### config.mk
export PLATFORM = sky130hd
export DESIGN_NAME = fetch_stage
export DESIGN_NICKNAME = d
export VERILOG_FILES = /design/src/rtl/fetch_stage.sv
export SDC_FILE = /design/constraint.sdc
export NUM_CORES = 1
export LEC_CHECK = 0
export CORE_MARGIN = 1.5
export CORE_UTILIZATION = 55
export DETAILED_ROUTE_END_ITERATION = 8
export DONT_BUFFER_PORTS = 1
export GPL_TIMING_DRIVEN = 0
export HOLD_SLACK_MARGIN = 0.03
export PLACE_DENSITY = 0.69
export SLEW_MARGIN = 20
export SYNTH_ARGS = -nofsm -noshare
export SYNTH_HDL_FRONTEND = slang
export SYNTH_SLANG_ARGS = --single-unit
export TNS_END_PERCENT = 50
### constraint.sdc
create_clock -name clk -period 5.9 [get_ports clk]
set_clock_uncertainty 0.05 [all_clocks]
set_input_delay 0.59 -clock clk [delete_from_list [all_inputs] [get_ports clk]]
set_output_delay 0.59 -clock clk [all_outputs]
set_load 0.03 [all_outputs]
### src/rtl/fetch_stage.sv
`default_nettype none
// ============================================================================
// Module   : fetch_stage
// Purpose  : MIPS instruction fetch with IF/ID register, SRAM-like req/addr_ok/
//            data_ok port, delay-slot redirects, stall hold buffer and flush.
// Revision : 1.0 - initial release
// ============================================================================
module fetch_stage #(
  parameter int            AW       = 32,
  parameter logic [AW-1:0] RESET_PC = AW'(32'hBFC0_0000)
) (
  input  logic          clk,
  input  logic          rst,
  input  logic          stallF,
  input  logic          flushD,
  input  logic          pcsrcD,
  input  logic [AW-1:0] pcbranchD,
  input  logic          jumpD,
  input  logic [AW-1:0] pcjumpD,
  output logic          inst_req,
  output logic [AW-1:0] inst_addr,
  input  logic          inst_addr_ok,
  input  logic          inst_data_ok,
  input  logic [31:0]   inst_rdata,
  output logic [31:0]   instrD,
  output logic [AW-1:0] pcD,
  output logic [AW-1:0] pcplus4D,
  output logic          validD,
  output logic          fetch_busy
);

  typedef enum logic [1:0] {
    ST_REQ  = 2'd0,
    ST_RESP = 2'd1,
    ST_HOLD = 2'd2
  } state_t;

  state_t        r_state;
  state_t        w_state_nxt;
  logic [AW-1:0] r_pc;
  logic [AW-1:0] r_redir_target;
  logic          r_redir_pending;
  logic [31:0]   r_hold;
  logic [AW-1:0] w_pc_plus4;
  logic [AW-1:0] w_next_pc;
  logic [AW-1:0] w_redir_sel;
  logic [31:0]   w_instr;
  logic          w_deliver;
  logic          w_hold_capture;
  logic          w_redirect;

  always_comb begin
    w_state_nxt    = r_state;
    inst_req       = 1'b0;
    fetch_busy     = 1'b0;
    w_deliver      = 1'b0;
    w_hold_capture = 1'b0;
    w_instr        = inst_rdata;
    case (r_state)
      ST_REQ: begin
        inst_req   = rst;
        fetch_busy = rst;
        if (inst_addr_ok) begin
          w_state_nxt = ST_RESP;
        end
      end
      ST_RESP: begin
        fetch_busy = rst && !inst_data_ok;
        if (inst_data_ok) begin
          if (stallF) begin
            w_hold_capture = 1'b1;
            w_state_nxt    = ST_HOLD;
          end else begin
            w_deliver   = 1'b1;
            w_state_nxt = ST_REQ;
          end
        end
      end
      ST_HOLD: begin
        w_instr = r_hold;
        if (!stallF) begin
          w_deliver   = 1'b1;
          w_state_nxt = ST_REQ;
        end
      end
      default: begin
        w_state_nxt = ST_REQ;
      end
    endcase
  end

  assign inst_addr   = r_pc;
  assign w_pc_plus4  = r_pc + AW'(4);
  // A redirect waiting for the delay slot wins over sequential fetch.
  assign w_next_pc   = r_redir_pending ? r_redir_target : w_pc_plus4;
  assign w_redirect  = !stallF && (jumpD || pcsrcD);
  assign w_redir_sel = jumpD ? pcjumpD : pcbranchD;

  always_ff @(posedge clk) begin
    if (!rst) begin
      r_state <= ST_REQ;
    end else begin
      r_state <= w_state_nxt;
    end
  end

  always_ff @(posedge clk) begin
    if (!rst) begin
      r_pc            <= RESET_PC;
      r_redir_pending <= 1'b0;
      r_redir_target  <= '0;
    end else begin
      if (w_deliver) begin
        r_pc <= w_next_pc;
      end
      // A fresh redirect outlives a coincident delivery: that one was the delay slot.
      if (w_redirect) begin
        r_redir_pending <= 1'b1;
        r_redir_target  <= w_redir_sel;
      end else if (w_deliver) begin
        r_redir_pending <= 1'b0;
      end
    end
  end

  always_ff @(posedge clk) begin
    if (!rst) begin
      r_hold <= '0;
    end else if (w_hold_capture) begin
      r_hold <= inst_rdata;
    end
  end

  always_ff @(posedge clk) begin
    if (!rst) begin
      instrD   <= '0;
      pcD      <= '0;
      pcplus4D <= '0;
      validD   <= 1'b0;
    end else if (flushD) begin
      instrD <= '0;
      validD <= 1'b0;
    end else if (w_deliver) begin
      instrD   <= w_instr;
      pcD      <= r_pc;
      pcplus4D <= w_pc_plus4;
      validD   <= 1'b1;
    end else if (!stallF) begin
      instrD <= '0;
      validD <= 1'b0;
    end
  end

endmodule
`default_nettype wire

# Yosys cells after proc, flatten, opt, wreduce, memory -nomap -nowiden
# Cells that the tools add are included.
# Widths: inputs -> output; s select.
dict set report classes {
  n_reduce_logical 10
  n_bitwise 2
  add_sub_neg 1
  eq_ne 6
  mux 22
}
# operator n
set ops {}
lappend ops {{$mux 32} 5}
lappend ops {{$add 32x3->32 const B} 1}
lappend ops {{$mux 1} 10}
lappend ops {{$mux 2} 4}
lappend ops {{$ne 2x2->1 const B} 3}
lappend ops {{$pmux 2 s3} 1}
lappend ops {{$pmux 1 s2} 2}
lappend ops {{$reduce_and 3->1} 1}
lappend ops {{$eq 2x1->1 const B} 1}
lappend ops {{$eq 2x2->1 const B} 1}
lappend ops {{$logic_and 1x1->1} 2}
lappend ops {{$logic_not 1->1} 2}
lappend ops {{$logic_not 2->1} 1}
lappend ops {{$ne 2x1->1 const B} 1}
lappend ops {{$not 1->1} 2}
lappend ops {{$reduce_and 2->1} 1}
lappend ops {{$reduce_bool 2->1} 1}
lappend ops {{$reduce_or 2->1} 1}
lappend ops {{$logic_or 1x1->1} 1}
dict set report totals {
  reg_bits 196
  inputBits 104
  word_cells 50
}

# Depth between registers and ports, before layout
dict set report depth {
  word_depth 5
  mapped_depth 11
  mapped_depth_nobuf 7
}

# Worst setup path before layout
# Ideal clock, no wire load.
dict set report synth_timing {
  path_kind {flip-flop to flip-flop}
  start {register r_pc[2], in the netlist inst_addr[2]}
  end {register r_pc[28], in the netlist inst_addr[28]}
  n_path_buf 0
  arrival_ps 2159
  path_stages_with_launch 7
  synth_period_minus_slack_ps 2283
  setup_slack_ps 3617
  cell_sequence {dfxtp_1 ha_1 inv_1 nor4_2 nor3b_1 mux2_2 o21ai_0}
}
dict set report synth_between {
  elab_chain_len 2
}
# item line_no
set synth_rtl {}
lappend synth_rtl {{start: declaration} 40} ;# logic [AW-1:0] r_pc;
lappend synth_rtl {{start signal: assignment} 114} ;# r_pc <= w_next_pc;
lappend synth_rtl {{$add 32x3->32} 93} ;# assign w_pc_plus4 = r_pc + AW'(4);
lappend synth_rtl {{$mux 32} 95} ;# assign w_next_pc = r_redir_pending ? r_redir_target : w_pc_plus4;
# No other way between the ends.
# A chain may end at the register's enable or synchronous reset.

# Worst setup path after layout
# Same ends and word-level chain as after synthesis.

==> key figures <==
Clock network
  – Worst-case clock buffer depth: 2
  – CTS tree: yes
  – Worst-path clk slew: roughly 0.070 ns
  – Post-CTS setup buffers: 0
  – CTS root buf: clkbuf_16
  – TritonCTS Buffers: 17
  – TritonCTS Sinks: around 190
  – Hold-fix buffers, CTS: 0
  – Post-cts sizing count: 0
  – H-Tree Depth: 4
  – Clk_lat worst skew: 0.44 ns

Global routing
  – Largest net degree at the start of global routing: 18
  – Initial antenna violation count: 0
  – GRT Total Usage: 30.6%
  – Gr ovfl total: 0
  – First-pass GRT wire length: 38500 µm
  – Vias in the first global route: slightly below 7000

Synthesis
  – Synth Area per Inst: ~8.2 µm²
  – FFs w/ async S/R, synth: 0%
  – Mapped Nets: 1146
  – Sequential-to-total area share from yosys stat: around 45%
  – Top-count cell post-synth: dfxtp_1
  – Most common library cells after synthesis: dfxtp_1 (194), nand2_1 (161), a21oi_1 (139)
  – Syn. warnings: 0
  – Mapped Area: about 0.0085 mm²
  – Post-synth EDFFs: 0
  – Post-synth top area cell: dfxtp_1
  – Post-synthesis register bit count: a little under 200
  – Top cells by area, synth: dfxtp_1 (45%), mux2i_1 (8.9%), a21oi_1 (8.1%)
  – Dominant synthesized flop cell: dfxtp_1
  – Cell variety after synth: between 50 and 60
  – Mapped Cells: approximately 1000
  – Synth top area share: 45.4%

STA
  – Final hold vios: 0
  – Pins Over Slew Limit: 0
  – Fmax: between 300 and 400 MHz
  – WHS: 0.227 ns
  – Finish-stage setup viols: 0
  – Setup TNS: 0 ns
  – Minimum clock period after layout: about 3.0 ns
  – Part of the cycle the worst path needs: roughly 50%
  – Worst slew pin tran: 1.00 ns
  – Max-slew headroom: roughly a third
  – RSZ-0062 raised after global routing: no

Setup path
  – Crit path max-delay family: simple AND/OR/NAND/NOR gates
  – Critical Path AT: between 3 and 4 ns
  – Critical Path Source Type: flop
  – Kind of critical path: flop to flop
  – CP max FO: 8
  – Required time worst endpoint: 6.21 ns
  – WP depth: 6
  – Crit-path cells: ha_1, inv_1, nor4_2, nor3b_1, mux2_2, o21ai_0
  – R2r worst-path depth: 6
  – Slowest stage delay, CP: 0.71 ns
  – Crit path capture type: flop
  – WP buf/inv: 1
  – Slowest cell on crit path: dfxtp_1

Floorplan
  – Core Footprint: between 0.015 and 0.02 mm²
  – Die outline width: approximately 130 µm
  – Die area: 0.0163 mm²
  – Num rows: 45
  – Starting density of the core: between 50% and 60%
  – Chip height: about 130 µm
  – Number of primary I/O pins: between 200 and 250

Outcome
  – Outcome: finished, final reports clean

Layout
  – Synth-to-Final Area Change: 9.59%
  – Antenna diode count: 0
  – Fraction of layout cells with a size suffix above 1: 7.02%
  – Final nets: 1165
  – Fin area: around 0.0094 mm²

Placed design
  – Number of port buffers: 0
  – Post-placement cell area: around 0.009 mm²
  – GP Congestion: between 0.8 and 0.9
  – DP HPWL: 18200 µm

Detailed routing
  – Vias per cell: approximately 6.0
  – Routed vias: around 7500
  – DRT iter0 DRCs: approximately 700
  – Antenna viol nets, final: 0
  – Drt drc: 0
  – Total routed wirelength: 24900 µm
  – Pre-antenna DRT Iters: 5
  – DR WL/cell: roughly 20 µm

Worst hold path
  – Hold Crit Class: input pin to flop
  – WHS Path Cells: 2

Pwr
  – PD cells: around 300 mW/mm²
  – Max IR drop VDD: roughly 0.21 mV
  – Static Leak: 0.00331 µW

Flow run
  – Max cap viols: 0
-- worst register-to-register path, stage by stage (launching register included) --
cell,delay [ns]
dfxtp_1,0.71
ha_1,0.47
inv_1,0.15
nor4_2,0.53
nor3b_1,0.47
mux2_2,0.38
o21ai_0,0.12
-- layout by cell type, fill, tap and decap left out, types with 13 or more instances in the layout --
master,count
a22oi_1,15
nand3_1,15
a211oi_1,36
xor2_1,13
dfxtp_1,194
o21ai_0,33
clkbuf_1,56
nor2_1,138
buf_2,22
mux2i_1,76
a21oi_1,139
clkbuf_16,17
nand2_1,161
-- through the flow --
stage	power (µW)	instances	util [%]	setup slack, ns
after floorplan	1630	1037	-	3.62
after global placement	1710	1225	57.8	2.93
after detailed placement	1710	1225	57.8	3.01
after CTS	2850	1257	61.6	2.98
after global routing	2940	1257	61.6	2.76
final	2840	1257	61.6	2.94
-- area by class of cell --
type / instances / area, µm²
multi-input cells: 742 / 4240
fillers: 1387 / 5840
plain buffers: 93 / 393
well taps: 188 / 235
clock inverters: 14 / 155
flip-flops and latches: 194 / 3880
inverters: 8 / 30.0
clock buffers: 18 / 429
-- power breakdown --
group          internal [µW]  total, µW  switching, µW
combinational           89.6        264            175
sequential              1350       1420           66.6
clock                    631       1160            528
total                   2070       2840            769
-- worst paths after layout --
| kind | startpoint | to | slack (ns) |
|---|---|---|---|
| worst max register to register | inst_addr[2] | inst_addr[28] | 2.94 |
| worst min register to register | r_redir_target[0] | inst_addr[0] | 0.40 |
| worst max-delay path | inst_addr[2] | inst_addr[28] | 2.94 |
| worst min-delay path | inst_rdata[30] | r_hold[30] | 0.23 |
-- registers in the layout, indices dropped and copies added, names as in the netlist --
signal and count:
inst_addr 32, instrD 32, pcD 32, r_hold 32
r_redir_target 32, pcplus4D 30, r_state 2, r_redir_pending 1
validD 1
-- metal layers --
metal	vias to the layer above	global-route usage, %	share of wire, %
li1	3624	-	-
met1	3519	42.8	44
met2	328	47.2	45
met3	26	7.89	9.6
met4	0	8.26	1.4
met5	-	0	0
-- logic make-up (layout without fill, tap and decap cells) --
group	after synthesis	in the layout	synth area share, %
AND/OR/NAND/NOR	375	375	19.5
AO/OA/AOI/OAI	262	262	17.8
XOR/XNOR	20	20	2.05
adder cells (fa/ha/maj)	5	5	0.732
flip-flops	194	194	45.4
buffers and inverters	101	133	4.95
multiplexers	80	80	9.43
No activity file was read; power rests on OpenSTA's default activity.
